**src/rtl/mul_seq_pkg.sv**
```systemverilog
// Shared types and sizing helpers for the digit-serial multiplier controller.
// Helpers let any instance derive its own digit count and counter width.
package mul_seq_pkg;

  typedef enum logic [1:0] {
    IDLE = 2'd0,
    RUN  = 2'd1,
    DONE = 2'd2
  } state_t;

  localparam int unsigned DEF_WIDTH = 8;

  function automatic int unsigned digits(input int unsigned width);
    return width / 2;
  endfunction

  // Counter must index D*D digit pairs; never narrower than one bit.
  function automatic int unsigned cnt_width(input int unsigned width);
    int unsigned n;
    n = (width / 2) * (width / 2);
    return (n <= 1) ? 1 : $clog2(n);
  endfunction

  localparam int unsigned D        = digits(DEF_WIDTH);
  localparam int unsigned CNT_W    = cnt_width(DEF_WIDTH);
  localparam int unsigned DONE_CNT = D * D - 1;

endpackage

```
**src/rtl/half_adder.sv**
```systemverilog
// Single-bit half adder used inside the 2x2 multiplier cell.
module half_adder (
  input  logic i_a,
  input  logic i_b,
  output logic o_s,
  output logic o_c
);

  assign o_s = i_a ^ i_b;
  assign o_c = i_a & i_b;

endmodule

```
**src/rtl/twobit_mul.sv**
```systemverilog
// Combinational 2-bit x 2-bit unsigned multiplier built from two half adders.
module twobit_mul (
  input  logic [1:0] i_a,
  input  logic [1:0] i_b,
  output logic [3:0] o_p
);

  logic w_a0b0;
  logic w_a1b0;
  logic w_a0b1;
  logic w_a1b1;
  logic w_c1;

  assign w_a0b0 = i_a[0] & i_b[0];
  assign w_a1b0 = i_a[1] & i_b[0];
  assign w_a0b1 = i_a[0] & i_b[1];
  assign w_a1b1 = i_a[1] & i_b[1];

  assign o_p[0] = w_a0b0;

  half_adder u_ha_mid (
    .i_a (w_a1b0),
    .i_b (w_a0b1),
    .o_s (o_p[1]),
    .o_c (w_c1)
  );

  half_adder u_ha_top (
    .i_a (w_a1b1),
    .i_b (w_c1),
    .o_s (o_p[2]),
    .o_c (o_p[3])
  );

endmodule

```
**src/rtl/mul_seq_ctrl.sv**
```systemverilog
// Area-lean WIDTHxWIDTH unsigned multiplier: one 2x2 cell is stepped across all
// digit pairs, accumulating shifted partial products, with valid/ready on both sides.
module mul_seq_ctrl
  import mul_seq_pkg::*;
#(
  parameter int unsigned WIDTH = 8
) (
  input  logic                 clk,
  input  logic                 rst_n,
  input  logic                 in_valid,
  output logic                 in_ready,
  input  logic [WIDTH-1:0]     a,
  input  logic [WIDTH-1:0]     b,
  output logic                 out_valid,
  input  logic                 out_ready,
  output logic [2*WIDTH-1:0]   p,
  output logic                 busy
);

  localparam int unsigned L_D     = digits(WIDTH);
  localparam int unsigned L_CNT_W = cnt_width(WIDTH);
  localparam int unsigned PW      = 2 * WIDTH;
  localparam logic [L_CNT_W-1:0] L_DONE_CNT = L_CNT_W'(L_D * L_D - 1);

  state_t               r_state;
  state_t               w_state_next;
  logic [WIDTH-1:0]     r_a;
  logic [WIDTH-1:0]     r_b;
  logic [PW-1:0]        r_acc;
  logic [L_CNT_W-1:0]   r_cnt;

  logic [L_CNT_W-1:0]   w_i;
  logic [L_CNT_W-1:0]   w_j;
  logic [1:0]           w_a_dig;
  logic [1:0]           w_b_dig;
  logic [3:0]           w_pp;
  logic [PW-1:0]        w_pp_shift;
  logic                 w_last;

  // i walks the multiplicand digits fastest, j steps once per full sweep of i.
  assign w_i     = L_CNT_W'(32'(r_cnt) % L_D);
  assign w_j     = L_CNT_W'(32'(r_cnt) / L_D);
  assign w_a_dig = r_a[2*w_i +: 2];
  assign w_b_dig = r_b[2*w_j +: 2];
  assign w_last  = (r_cnt == L_DONE_CNT);

  twobit_mul u_cell (
    .i_a (w_a_dig),
    .i_b (w_b_dig),
    .o_p (w_pp)
  );

  assign w_pp_shift = PW'(w_pp) << (2 * (w_i + w_j));

  always_ff @(posedge clk) begin
    if (!rst_n) begin
      r_state <= IDLE;
    end else begin
      r_state <= w_state_next;
    end
  end

  always_comb begin
    w_state_next = r_state;
    case (r_state)
      IDLE:    if (in_valid)  w_state_next = RUN;
      RUN:     if (w_last)    w_state_next = DONE;
      DONE:    if (out_ready) w_state_next = IDLE;
      default:                w_state_next = IDLE;
    endcase
  end

  always_ff @(posedge clk) begin
    if (!rst_n) begin
      r_a   <= '0;
      r_b   <= '0;
      r_acc <= '0;
      r_cnt <= '0;
    end else begin
      case (r_state)
        IDLE: begin
          if (in_valid) begin
            r_a   <= a;
            r_b   <= b;
            r_acc <= '0;
            r_cnt <= '0;
          end
        end
        RUN: begin
          r_acc <= r_acc + w_pp_shift;
          // Park at zero so digit indices stay in range while DONE holds the result.
          r_cnt <= w_last ? '0 : r_cnt + 1'b1;
        end
        default: ;
      endcase
    end
  end

  assign in_ready  = (r_state == IDLE);
  assign busy      = (r_state == RUN);
  assign out_valid = (r_state == DONE);
  assign p         = r_acc;

endmodule

```
**config.mk**
```make
export PLATFORM = sky130hd
export DESIGN_NAME = mul_seq_ctrl
export DESIGN_NICKNAME = d
export VERILOG_FILES = /design/src/rtl/mul_seq_pkg.sv /design/src/rtl/half_adder.sv /design/src/rtl/twobit_mul.sv /design/src/rtl/mul_seq_ctrl.sv
export SDC_FILE = /design/constraint.sdc
export NUM_CORES = 1
export LEC_CHECK = 0
export CORE_MARGIN = 2
export CORE_UTILIZATION = 30
export DETAILED_ROUTE_END_ITERATION = 10
export PLACE_DENSITY = 0.52
export SYNTH_ARGS = -nofsm -noshare
export SYNTH_HDL_FRONTEND = slang
export SYNTH_SLANG_ARGS = --single-unit
```
**constraint.sdc**
```tcl
create_clock -name clk -period 3.8 [get_ports clk]
set_input_delay 0.76 -clock clk [delete_from_list [all_inputs] [get_ports clk]]
set_output_delay 0.76 -clock clk [all_outputs]
set_load 0.05 [all_outputs]
```
# Yosys cells after proc, flatten, opt, wreduce, memory -nomap -nowiden
# Index checks and enable logic that the tools add are counted.
dict set report totals {
  ff_bits 38
  latchBits 0
  ram_bits 0
  mem_bits_ro 0
  in_bits 20
  out_inout_bits 19
  wordCells 39
  n_memories 0
}
dict set report classes {
  addsub 3
  mul 0
  div 0
  magnitude_cmp 0
  eq_ne 6
  shift 3
  n_mux 9
  bitwise_logic 8
  n_reduce_logical 5
}
# operator count
set ops {}
lappend ops {{$pmux 16 s2} 1}
lappend ops {{$add 16x16->16} 1}
lappend ops {{$mux 16} 1}
lappend ops {{$shiftx 8x4->2} 2}
lappend ops {{$shl 4x4->16} 1}
lappend ops {{$mux 4} 2}
lappend ops {{$pmux 4 s2} 1}
lappend ops {{$and 1x1->1} 6}
lappend ops {{$mux 2} 3}
lappend ops {{$pmux 2 s3} 1}
lappend ops {{$add 4x1->4 const B} 1}
lappend ops {{$eq 4x4->1 const B} 1}
lappend ops {{$ne 2x1->1 const B} 2}
lappend ops {{$reduce_and 2->1} 2}
lappend ops {{$add 2x2->3} 1}
lappend ops {{$reduce_and 3->1} 1}
lappend ops {{$eq 2x1->1 const B} 1}
lappend ops {{$eq 2x2->1 const B} 1}
lappend ops {{$logic_not 2->1} 1}
lappend ops {{$ne 2x2->1 const B} 1}
lappend ops {{$reduce_bool 2->1} 1}
lappend ops {{$xor 1x1->1} 2}

# Depth between registers and ports, before layout
dict set report logic_depth {
  ltp_word 7
  mapped_depth 15
  ltp_nobuf 14
}

# By module
# Synthesis repeated with hierarchy kept, for this count alone.
dict set report unflattened {
  cells_unflattened 313
  area_unflattened_um2 2524.9
}
# module instances cells_each area_each_um2 seq_area_each_um2
set modules_own_cells {}
lappend modules_own_cells {mul_seq_ctrl 1 306 2467.4 760.7}
lappend modules_own_cells {twobit_mul 1 5 32.5 0.0}
lappend modules_own_cells {half_adder 2 1 12.5 0.0}

# Worst setup path before layout
# OpenSTA, ideal clock, no wires.
dict set report synth_path {
  path_type {register -> register}
  from {register r_cnt[0]}
  to {register r_acc[13] (netlist: p[13])}
  setup_time_ns 0.122
  t_arrival_ns 3.251
  required_ns 3.678
  setup_slack_ns 0.426
  path_stages_with_launch 15
  path_buffers 0
  synth_period_minus_slack_ns 3.374
  cell_sequence {dfxtp_1 mux4_2 and2_1 ha_1 ha_1 nor2b_1 a31oi_1 nor2_1 ha_1 a21oi_1 nand2_1 a31oi_1 o211ai_2 xnor2_1 o21ai_1}
}
dict set report synth_between {
  elab_chain_len 7
  elab_cells_between_ends 13
  cone_classes {add/sub (2); shift (2); mux (1); bitwise (8)}
}
# item line_no
set synth_lines {}
lappend synth_lines {{start: declaration} mul_seq_ctrl.sv:30} ;# logic [L_CNT_W-1:0] r_cnt;
lappend synth_lines {{start signal: assignment} mul_seq_ctrl.sv:92} ;# r_cnt <= w_last ? '0 : r_cnt + 1'b1;
lappend synth_lines {{$shiftx 8x4->2} mul_seq_ctrl.sv:43} ;# assign w_a_dig = r_a[2*w_i +: 2];
lappend synth_lines {{$and 1x1->1 (on tied branches)} {twobit_mul.sv:15, twobit_mul.sv:16}}
lappend synth_lines {{$and 1x1->1} half_adder.sv:10} ;# assign o_c = i_a & i_b;
lappend synth_lines {{$xor 1x1->1 or $and 1x1->1 (tied branches)} {half_adder.sv:9, half_adder.sv:10}}
lappend synth_lines {{$shl 4x4->16 (*)} mul_seq_ctrl.sv:53} ;# assign w_pp_shift = PW'(w_pp) << (2 * (w_i + w_j));
lappend synth_lines {{$add 16x16->16 (*)} mul_seq_ctrl.sv:90} ;# r_acc <= r_acc + w_pp_shift;
lappend synth_lines {{$pmux 16 s2 (*)} mul_seq_ctrl.sv:80} ;# case (r_state)
lappend synth_lines {{end signal: assignment} mul_seq_ctrl.sv:90}
lappend synth_lines {{end: declaration} mul_seq_ctrl.sv:29} ;# logic [PW-1:0] r_acc;
# Every way passes the cells marked *; elsewhere a longest branch is shown, timed or not.
# A chain may end at the register's enable or synchronous reset.

# Worst setup path after layout
dict set report layout_path {
  from {register r_cnt[3]}
  to {register r_acc[15] (netlist: p[15])}
}
dict set report layout_between {
  elab_chain_len 7
  elab_cells_between_ends 13
  cone_classes {add/sub (2); shift (2); mux (1); bitwise (8)}
}
# item line_no
set layout_lines {}
lappend layout_lines {{$shiftx 8x4->2} mul_seq_ctrl.sv:44} ;# assign w_b_dig = r_b[2*w_j +: 2];
lappend layout_lines {{$and 1x1->1 (on tied branches)} {twobit_mul.sv:15, twobit_mul.sv:16}}
lappend layout_lines {{$and 1x1->1} half_adder.sv:10}
lappend layout_lines {{$xor 1x1->1 or $and 1x1->1 (tied branches)} {half_adder.sv:9, half_adder.sv:10}}
lappend layout_lines {{$shl 4x4->16 (*)} mul_seq_ctrl.sv:53}
lappend layout_lines {{$add 16x16->16 (*)} mul_seq_ctrl.sv:90}
lappend layout_lines {{$pmux 16 s2 (*)} mul_seq_ctrl.sv:80}
# Marks and branches as above.

==> metrics.yaml <==
routing:
  viasPerCell: 4.83
  vias: 2177
  firstDrtPassIters: 4
  drcViolationCount: 0
  wirelength_microns: 6090
  detail-route-antenna-nets: 0
  initialDrtViolationCount: 66
  routedWlPerCell_microns: 13.5
critical_path:
  worstPathArrival_ps: 3790
  required_ps: 3960
  end_kind: "flop"
  cp-start-kind: "flop"
  crit_fanout: 4
  critPathKind: "flop to flop"
finish:
  area_delta_synth_final_pct: 22.3
  drive_gt1_share_pct: 8.67
  antenna_cells: 0
  fill_cells: 854
  design_area_sq_um: 3100
  final_util_pct: 37.7
  layout.cells.most_common: "nand2_1"
  layout_common_cells: "64 x nand2_1, 38 x clkdlybuf4s50_1, 38 x dfxtp_1"
  fin_nets: 387
die:
  row_count: 33
  die_w_microns: 95.9
  die_y_microns: 95.9
  die_area_sq_um: 9200
  core_sq_um: 8220
  start_util_pct: 30.9
  io_pins: 39
grt:
  grt_pass1_wl_microns: 10500
  grt_overflow_total: 0
  track_usage_pct: 14.6
  grt_pass1_vias: 2197
  antenna_found_initial: 0
  met1_usage_pct: 19.5
  grt_busiest_layer: "met2"
  grtUsageMet2_pct: 24.7
  grt_max_degree: 33
  met3_usage_pct: 2.58
timing:
  worstMarginPinSlew_ps: 552
  holdWs_ps: 462
  post-route-period-util_pct: 95.5
  fin_crit_ps: 3630
  finalSetupViolCount: 0
  skew_ps: 9.42
  rsz0062_at_grt: "true"
  drv_slew: 0
  fmax_ghz: 0.276
  setup_ws_ps: 171
  relSlewSlack_pct: 63.2
  hold_viol_final: 0
pwr:
  power_frac_comb_pct: 16.6
  p_int_uw: 596
  power_density_nw_per_um2: 271
  seqPwrFrac_pct: 50.7
  p_sw_uw: 244
  p_leak_nw: 1.17
  p_clk_share_pct: 32.8
  power_uw: 840
  vdd.ir_drop.worst_uv: 114
  swShare_pct: 29.0
yosys:
  synth_cell_types: 48
  synth_top_cell_by_area: "dfxtp_1"
  synth_flop_cell: "dfxtp_1"
  synth_fp_nets: 353
  synthesis.instances: 312
  yosysWarnings: 0
  synth_edf_count: 0
  ys_seq_elements: 38
  async_reset_ff_share_pct: 0
  avgSynthCellArea_sq_um: 8.12
  syn_area_sq_um: 2530
  yosys-top-cells-area: "dfxtp_1 30%, nand2_1 9.5%, ha_1 9.4%, a21boi_0 5.0%, mux4_2 3.6%"
  synth_top_area_share_pct: 30.0
  ys_seq_area_share_pct: 30.0
cts:
  clock_latency_ps: 290
  clkTransAtPathRegs_ps: 80
  clock-sinks: 38
  cts_tree: "yes"
  cts_buffer_depth: 2
  cts_buffers: 5
  hold_buffers: 0
  cts_root_buffer: "clkbuf_8"
  htreeDepth: 2
place:
  dp_slack_ps: 29.2
  portBuffers: 38
  gp_congestion: 0.851
  placed_area_sq_um: 3000
  post-dp-hpwl_microns: 4670
hold_path:
  hold_path.class: "flop to flop"
status:
  status: "finished clean"
run:
  cap_violations: 0
-- cells in the mapped netlist, types with 5 or more instances --
cell,number
a22oi_1,7
nor2b_1,11
and2_1,9
ha_1,19
a21oi_1,14
clkbuf_1,7
nor2_1,19
dfxtp_1,38
a31oi_1,5
xnor2_1,9
a21boi_0,17
o21ai_0,14
nand3_1,5
inv_1,11
nand2b_1,5
nand2_1,64
-- routing by layer --
metal,share of wire (%),wire length [microns]
met5,0,0
met4,0.36,22
met3,3.0,184
met2,49,2970
met1,48,2910
-- power groups by stage --
| stage | Sequential (mW) | Combinational (mW) | Clock (mW) |
|---|---|---|---|
| after detailed placement | 0.436 | 0.140 | 0 |
| after CTS | 0.426 | 0.141 | 0.286 |
| after floorplan | 0.434 | 0.0888 | 0 |
| after global placement | 0.436 | 0.140 | 0 |
| after global routing | 0.429 | 0.157 | 0.304 |
| final | 0.426 | 0.139 | 0.275 |
-- timing repair --
item / in CTS / in global routing
hold endpoints to repair: 0 / 0
gates resized for setup: 0 / 5
buffers inserted: 0 / 0
endpoints found under the setup margin: 0 / 9
-- worst max-delay path, stage by stage (launching register included) --
cell,delay [ps]
dfxtp_1,430
mux4_2,540
and2_1,170
ha_1,170
ha_1,300
nor2b_1,150
a31oi_2,260
nor2_1,100
ha_1,340
a21oi_1,160
nand2_1,140
a21oi_1,360
o31ai_2,130
xnor2_1,160
o21ai_0,90
-- logic make-up (layout without fill, tap and decap cells) --
family,after synthesis,count (layout),synth area share (%)
multiplexers,5,5,3.95
XOR/XNOR,13,13,4.49
flip-flops,38,38,30.0
adder cells (fa/ha/maj),21,21,11.0
buffers and inverters,26,60,4.74
AO/OA/AOI/OAI,84,84,23.4
AND/OR/NAND/NOR,125,125,22.5
-- path summary, 6_finish.rpt --
path	startpoint	end	slack, ps	depth (start not counted)
setup / recovery	r_cnt[3]	p[15]	170	14
hold / removal	r_b[5]	r_b[5]	460	2
setup reg to reg	r_cnt[3]	p[15]	170	14
hold reg to reg	r_b[5]	r_b[5]	460	2
-- state kept, by name (all words and copies together) (netlist names) --
register,count
r_b,8
r_cnt,4
r_a,8
p,16
r_state,2
-- area by class of cell --
class / instances / area [sq um] / area share (%)
flip-flops and latches: 38 / 761 / 24.5
clock buffers: 5 / 68.8 / 2.22
inverters: 11 / 41.3 / 1.33
repair buffers: 42 / 410 / 13.2
clock inverters: 2 / 10.0 / 0.323
well taps: 105 / 131 / 4.24
multi-input cells: 248 / 1680 / 54.1
-- per-stage QoR --
stage,setup TNS (ps),std cells
after global routing,-22.9,451
after CTS,0,451
after global placement,0,444
after floorplan,0,312
after detailed placement,0,444
final,0,451
Note: power is estimated with default switching activity, not from simulation.
